$ cat src/rtl/lut_layer_stream.sv
// LogicNets-style layer of runtime-reloadable truth-table neurons, 1-cycle lookup, valid/ready both sides.
// Optional LUT_LAYER_CFG_CHECKSUM_EN adds cfg_checksum (XOR of the words accepted in the latest load).
module lut_layer_stream #(
  parameter int unsigned N_NEURONS = 8,
  parameter int unsigned FAN_IN    = 6,
  parameter int unsigned OUT_BITS  = 1,
  parameter int unsigned CFG_W     = 32
) (
  input  logic                            clk,
  input  logic                            rst_n,
  input  logic                            in_valid,
  output logic                            in_ready,
  input  logic [N_NEURONS*FAN_IN-1:0]     in_data,
  output logic                            out_valid,
  input  logic                            out_ready,
  output logic [N_NEURONS*OUT_BITS-1:0]   out_data,
  input  logic                            cfg_start,
  input  logic                            cfg_valid,
  input  logic [CFG_W-1:0]                cfg_data,
  output logic                            cfg_ready,
  output logic                            cfg_done,
  output logic                            busy
`ifdef LUT_LAYER_CFG_CHECKSUM_EN
  ,
  output logic [CFG_W-1:0]                cfg_checksum
`endif
);

  localparam int unsigned TBL_BITS = (1 << FAN_IN) * OUT_BITS;
  localparam int unsigned WPN      = (TBL_BITS + CFG_W - 1) / CFG_W;
  localparam int unsigned PAD_BITS = WPN * CFG_W;
  localparam int unsigned NW       = (N_NEURONS > 1) ? $clog2(N_NEURONS) : 1;
  localparam int unsigned WW       = (WPN > 1) ? $clog2(WPN) : 1;
  localparam logic [NW-1:0] N_LAST = NW'(N_NEURONS - 1);
  localparam logic [WW-1:0] W_LAST = WW'(WPN - 1);

  typedef enum logic [1:0] {RUN, DRAIN, LOAD} state_t;

  state_t                          state;
  logic [TBL_BITS-1:0]             tbl [N_NEURONS];
  logic [NW-1:0]                   nsel;
  logic [WW-1:0]                   wsel;
  logic [N_NEURONS*OUT_BITS-1:0]   lookup;
  logic [PAD_BITS-1:0]             padded;
  logic [TBL_BITS-1:0]             merged;
  logic                            accept;
  logic                            cfg_we;
  logic                            enter_load;

  assign in_ready  = (state == RUN) && (!out_valid || out_ready);
  assign cfg_ready = (state == LOAD);
  assign busy      = (state != RUN);
  assign accept    = in_valid && in_ready;
  assign cfg_we    = cfg_ready && cfg_valid;
  assign enter_load = ((state == RUN) && cfg_start && (!out_valid || out_ready)) ||
                      ((state == DRAIN) && out_valid && out_ready);

  always_comb begin
    lookup = '0;
    for (int unsigned n = 0; n < N_NEURONS; n++) begin
      lookup[n*OUT_BITS +: OUT_BITS] =
        tbl[n][int'(in_data[n*FAN_IN +: FAN_IN]) * OUT_BITS +: OUT_BITS];
    end
  end

  // The word counter is kept as (neuron, word-in-neuron) so no divider is needed;
  // a word landing partly past TBL_BITS is merged in a padded copy and truncated.
  always_comb begin
    padded = '0;
    padded[TBL_BITS-1:0] = tbl[nsel];
    padded[int'(wsel) * CFG_W +: CFG_W] = cfg_data;
    merged = padded[TBL_BITS-1:0];
  end

  always_ff @(posedge clk or negedge rst_n) begin
    if (!rst_n) begin
      state     <= RUN;
      out_valid <= 1'b0;
      out_data  <= '0;
      cfg_done  <= 1'b0;
      nsel      <= '0;
      wsel      <= '0;
      for (int unsigned n = 0; n < N_NEURONS; n++) tbl[n] <= '0;
    end else begin
      cfg_done <= 1'b0;
      if (accept) begin
        out_data  <= lookup;
        out_valid <= 1'b1;
      end else if (out_ready) begin
        out_valid <= 1'b0;
      end
      case (state)
        RUN: begin
          if (cfg_start) state <= (!out_valid || out_ready) ? LOAD : DRAIN;
        end
        DRAIN: begin
          if (out_valid && out_ready) state <= LOAD;
        end
        LOAD: begin
          if (cfg_we) begin
            tbl[nsel] <= merged;
            if (wsel == W_LAST) begin
              wsel <= '0;
              if (nsel == N_LAST) begin
                nsel     <= '0;
                cfg_done <= 1'b1;
                state    <= RUN;
              end else begin
                nsel <= nsel + 1'b1;
              end
            end else begin
              wsel <= wsel + 1'b1;
            end
          end
        end
        default: state <= RUN;
      endcase
    end
  end

`ifdef LUT_LAYER_CFG_CHECKSUM_EN
  always_ff @(posedge clk or negedge rst_n) begin
    if (!rst_n)          cfg_checksum <= '0;
    else if (enter_load) cfg_checksum <= '0;
    else if (cfg_we)     cfg_checksum <= cfg_checksum ^ cfg_data;
  end
`else
  // enter_load only feeds the checksum; keep it referenced in the default build.
  logic unused_enter_load;
  assign unused_enter_load = enter_load;
`endif

endmodule

$ cat config.mk
export PLATFORM = sky130hd
export DESIGN_NAME = lut_layer_stream
export DESIGN_NICKNAME = d
export VERILOG_FILES = /design/src/rtl/lut_layer_stream.sv
export SDC_FILE = /design/constraint.sdc
export NUM_CORES = 1
export LEC_CHECK = 0
export CORE_MARGIN = 2
export CORE_UTILIZATION = 65
export CTS_CLUSTER_SIZE = 40
export DETAILED_ROUTE_END_ITERATION = 8
export DONT_BUFFER_PORTS = 1
export PLACE_DENSITY = 0.81
export SETUP_SLACK_MARGIN = 0.5
export SYNTH_ARGS = -nofsm -noshare
export SYNTH_HDL_FRONTEND = slang
export SYNTH_SLANG_ARGS = --single-unit
export TNS_END_PERCENT = 50
$ cat constraint.sdc
create_clock -name clk -period 3.43 [get_ports clk]
set_input_delay 0 -clock clk [delete_from_list [all_inputs] [get_ports clk]]
set_output_delay 0 -clock clk [all_outputs]
set_load 0.1 [all_outputs]
* After elaboration in Yosys (flattened, before gate mapping)
Cells that the tools add are included.
Word-level totals: flip-flop bits (word level) 528, logic and storage cells 73, input port bits 86, output and inout port bits 13
Cells by class: $lt $le $gt $ge 2, bitwise gates (word level) 1, $add $sub $neg 3, mux-type cells 22, reductions and logical operators 13, shifts and indexed selects 10, eq/ne operators 8
Operators with widths (number):
- $bwmux 512 | 1
- $shiftx 64x7->1 | 8
- $bmux 64 s3 | 1
- $demux 64 s3 | 1
- $mux 64 | 3
- $bwmux 64 | 1
- $shift 32x34->64 const A | 1
- $shiftx 32x34->64 | 1
- $neg 6->34 | 1
- $mux 2 | 6
- $ne 2x1->1 const B | 4
- $mux 1 | 7
- $pmux 2 s3 | 1
- $logic_and 1x1->1 | 5
- $reduce_and 5->1 | 1
- $ge 4x4->1 const B | 1
- $lt 4x1->1 const B | 1
- $not 3->4 | 1
- $reduce_bool 2->1 | 2
- $add 3x1->3 const B | 1
- $eq 3x3->1 const B | 1
- $mux 3 | 1
- $reduce_and 3->1 | 1
- $eq 2x1->1 const B | 1
- other kinds (7) | 7

* Depth between registers and ports, before layout
word-level depth 6, mapped depth 10, gate-level depth less buffers 6

* Worst setup path before layout
Ideal clock, no wire load.
path kind register to register, start register out_valid, end register out_data[5], required time 3335 ps, cell stages (with the launch flop) 6, clock period less this slack 3343 ps, slack 87 ps, arrival 3248 ps, setup time 95 ps, path buffers 1, path through dfrtp_1 -> nor2b_1 -> nor2_1 -> nand2_1 -> clkbuf_1 -> o31ai_1
Between the ends: cells in the longest elaborated chain, start to end 4
Ends and longest elaborated chain:
- from (decl) | RTL line 14 | output logic out_valid,
- from (signal assigned) | RTL line 78 | out_valid <= 1'b0;
- from (signal assigned) | RTL line 88 | out_valid <= 1'b1;
- from (signal assigned) | RTL line 90 | out_valid <= 1'b0;
- $logic_not 1->1 | RTL line 50 | assign in_ready = (state == RUN) && (!out_valid || out_ready);
- $logic_or 1x1->1 | RTL line 50
- $logic_and 1x1->1 | RTL line 50
- via in_ready | RTL line 12 | output logic in_ready,
- $logic_and 1x1->1 | RTL line 53 | assign accept = in_valid && in_ready;
- to (signal assigned) | RTL line 87 | out_data <= lookup;
- to (decl) | RTL line 16 | output logic [N_NEURONS*OUT_BITS-1:0] out_data,
The timed path passes the listed nets, and every way through them passes these cells. A chain may end at the register's enable or synchronous reset.

* Worst setup path in the final report
start register nsel[1], end register tbl[330] (netlist bit)
Between the ends: cells in the longest elaborated chain, start to end 6, elaborated cells on any way between the ends 11, those cells by class order compare: 2; mux: 7; bitwise: 1; reduce/logical: 1
Ends and longest elaborated chain:
- from (decl) | RTL line 41 | logic [NW-1:0] nsel;
- from (signal assigned) | RTL line 109 | nsel <= nsel + 1'b1;
- $not 3->4 (implied by the code) * | RTL line 70, 101
- $ge 4x4->1 (implied by the code), or another cell as far along | RTL line 101 | tbl[nsel] <= merged;
- $logic_and 1x1->1 (implied by the code) / $mux 64 (equally long branches) | RTL line 101, 70
- $mux 64 (on tied branches) | RTL line 101, 70
- $demux 64 s3 / $bwmux 64 (equally long branches) | RTL line 101, 71
- $bwmux 512 * | RTL line 101
- to (signal, indexed assignment) | RTL line 101
- to (decl) | RTL line 40 | logic [TBL_BITS-1:0] tbl [N_NEURONS];
Every way passes the cells marked *; elsewhere a longest branch is shown, timed or not. The select of a mux whose other input is x is not followed.

==> flow_summary_export.csv <==
group,metric,value,unit
global_routing,grt_pass1_vias,23300,
synthesis,yosysSeqAreaShare,0.459,
drt,drt_first_pass_iters,6,
power,clkPwrFrac,0.192,
synthesis,synth.avg_cell_area,12.1,sq um
cells_and_area,area_delta_synth_final,12.2,%
setup_path,crit_type,"flop to flop",
timing,hold_violations,528,
timing,final_max_slew_viol_count,0,
cells_and_area,fin_util,0.736,
synthesis,synth_area_leaders,"dfrtp_1, mux2_2, mux4_2",
timing,setup_violations,0,
setup_path,worstSetupStartpointType,"flop",
drt,wirelength,108000,um
power,max-vdd-ir-drop,0.965,mV
timing,rsz0062_at_grt,"yes",
placed_design,globalplace.congestion,1.02,
synthesis,syn-num-nets,2471,
power,p_switching,14.1,mW
drt,drc,0,
global_routing,grt_pass1_wl,157000,um
synthesis,ys.flop_type,"dfrtp_1",
setup_path,path_max_fanout,49,
timing,fmax,333,MHz
cells_and_area,nNetsFinal,2497,
power,switching_share,0.413,
drt,wl_per_cell,35.3,um
setup_path,critPathSlowestCell,"dfrtp_4",
drt,vias_per_cell,7.66,
power,p_int,20.1,mW
flow_run,maxCapViolCount,0,
global_routing,antenna_found_initial,4,
timing,whs,-929,ps
setup_path,cp.arrival,3590,ps
setup_path,slowest_delay,670,ps
power,combPwrFrac,0.444,
clocking,tritoncts,"built",
clocking,cts.htree.levels,2,
power,seqPwrFrac,0.364,
setup_path,crit_path_end_kind,"flop",
floorplan,die_area,46000,sq um
setup_path,path_cells,"buf_12 > nand2_1 > nor2_4 > buf_4 > a221oi_1 > a21oi_1 > mux2_2",
global_routing,gr-total-overflow,0,
run_status,status,"complete, but fails checks",
synthesis,yosysWarnings,0,
cells_and_area,drive_gt1_frac,0.334,
synthesis,ys_seq_elements,528,
timing,period_share,0.876,
placed_design,post-dp-hpwl,69400,um
drt,drtIter0Drc,3608,
floorplan,io_pins,99,
synthesis,synth.most_common_cell,"dfrtp_1",
timing,period_minus_slack,3000,ps
floorplan,num_rows,77,
timing,finalSetupTns,0,ps
clocking,cts.sinks,528,
clocking,cts_buffers,55,
floorplan,die_y,215,um
min_path,hold_path.class,"primary input to async pin",
power,p_per_area,1060,nW/um^2
synthesis,ys_types,48,
synthesis,yosys.area.top_type,"dfrtp_1",
synthesis,yosysTopAreaCellShare,0.459,
drt,postRouteAntennaNets,0,
floorplan,dieWidth,215,um
clocking,clock_latency,660,ps
placed_design,portBuffers,0,
run_status,violations,"negative hold slack",
timing,fin_worst_skew,32.1,ps
timing,fin_ws,426,ps
global_routing,track_usage,0.466,
global_routing,grt_max_degree,529,
drt,num_vias,23400,
placed_design,place_ws,423,ps
clocking,clk_pin_slew,70,ps
floorplan,initial_core_util,0.656,
synthesis,ys_async_sr_fraction,1.00,
timing,worst_pin_slew,1180,ps
synthesis,synth_area,28800,sq um
setup_path,reg2reg_slack,430,ps
synthesis,synth_edf_count,0,
synthesis,yosys-top-cells-count,"dfrtp_1, mux2_2, nand2_1",
power,leakage,14.1,nW
clocking,cts_buffer_depth,3,
cells_and_area,n_fill_cell,2913,
synthesis,synth_cells,2383,
setup_path,required,4020,ps
timing,slew_headroom,0.215,
floorplan,core_area,43900,sq um
clocking,cts-root-buf,"clkbuf_16",
-- cells in the final DEF (no fill, tap or decap), drive strengths merged, types with 3 or more instances in the layout --
cell type and count:
clkinv 11, clkbuf 80, a21oi 50, nor2 82, bufinv 8, a211oi 18
nor2b 30, mux2 546, a211o 8, buf 82, clkinvlp 3, dlygate4sd3 74
a311oi 8, a221o 21, a22oi 46, o21ai 51, o22ai 8, mux4 88
o21a 4, nor4 8, diode 5, nand2 297, nor3 4, o2bb2ai 3
and3 10, mux2i 173, nand3 48, o211ai 8, a221oi 94, dfrtp 528
o31ai 9, a31oi 13, inv 9, o221ai 7, nand2b 9, nand4b 8
-- per-layer routing --
layer / routed length [um] / vias up / GRT usage / share of wire
met1: 37700 / 11700 / 0.597 / 0.35
met4: 9360 / 0 / 0.329 / 0.087
li1: - / 8986 / - / -
met2: 46000 / 2101 / 0.673 / 0.43
met5: 0 / - / 0 / 0
met3: 14800 / 622 / 0.153 / 0.14
-- power groups by stage --
| stage | logic [mW] | registers (mW) | clock network (mW) |
|---|---|---|---|
| final | 15.2 | 12.4 | 6.56 |
| after global routing | 15.8 | 12.6 | 6.82 |
| after CTS | 14.4 | 12.2 | 6.53 |
| after detailed placement | 14.1 | 12.3 | 0 |
| after global placement | 13.6 | 12.1 | 0 |
| after floorplan | 10.5 | 11.0 | 0 |
-- metrics by stage --
stage / total power [mW] / instance area [sq um] / hold slack (ps) / std cells
after floorplan: 21.5 / 28800 / -296 / 2383
after global placement: 25.7 / 29500 / -258 / 2864
after detailed placement: 26.4 / 29500 / -261 / 2864
after CTS: 33.2 / 32200 / -926 / 3042
after global routing: 35.2 / 32300 / -934 / 3051
final: 34.2 / 32300 / -929 / 3053
-- cell families (layout without fill, tap and decap cells) --
family / count (synthesis) / count (layout) / synth area share
AO/OA/AOI/OAI: 351 / 351 / 0.0889
XOR/XNOR: 1 / 1 / 0.000304
flip-flops: 528 / 528 / 0.459
other: 0 / 5 / 0
multiplexers: 807 / 807 / 0.345
buffers and inverters: 194 / 267 / 0.0318
AND/OR/NAND/NOR: 500 / 500 / 0.0748
adder cells (fa/ha/maj): 2 / 2 / 0.000869
-- layout make-up --
cell class / instances / area [sq um] / share of cell area
antenna: 5 / 12.5 / 0.000387
clock buffer: 80 / 1600 / 0.0495
clock inverter: 24 / 372 / 0.0115
inverter: 7 / 26.3 / 0.000813
multi-input combinational: 1661 / 14800 / 0.457
sequential: 528 / 13200 / 0.409
tap: 592 / 741 / 0.0229
timing repair buffer: 156 / 1570 / 0.0486
-- worst max-delay path: cells and delay by family (launching register included) --
kind | cells | cell delay [ps]
buffers and inverters | 2 | 760
flip-flops | 1 | 670
AND/OR/NAND/NOR | 2 | 300
multiplexers | 1 | 300
AO/OA/AOI/OAI | 2 | 860
-- state kept, by name, summed over array words and instances, names as in the netlist --
name       flops
wsel           1
nsel           3
state          2
cfg_done       1
out_data       8
out_valid      1
tbl          512
-- repair_timing --
| item | CTS | global route |
|---|---|---|
| endpoints found under the hold margin | 1056 | 535 |
| setup endpoints to repair | 78 | 116 |
| hold buffers | 73 | 1 |
| gates resized for setup | 2 | 7 |
| setup buffers | 1 | 5 |
-- final timing paths --
check,from,end,cells past startpoint
worst max register to register,nsel[1],tbl[330],7
worst max-delay path,nsel[1],tbl[330],7
worst min register to register,tbl[165],tbl[165],2
min in group clk,cfg_valid,tbl[299],5
max in group asynchronous,rst_n,nsel[2],0
worst min-delay path,rst_n,tbl[104],0
Note: power is estimated with default switching activity, not from simulation.
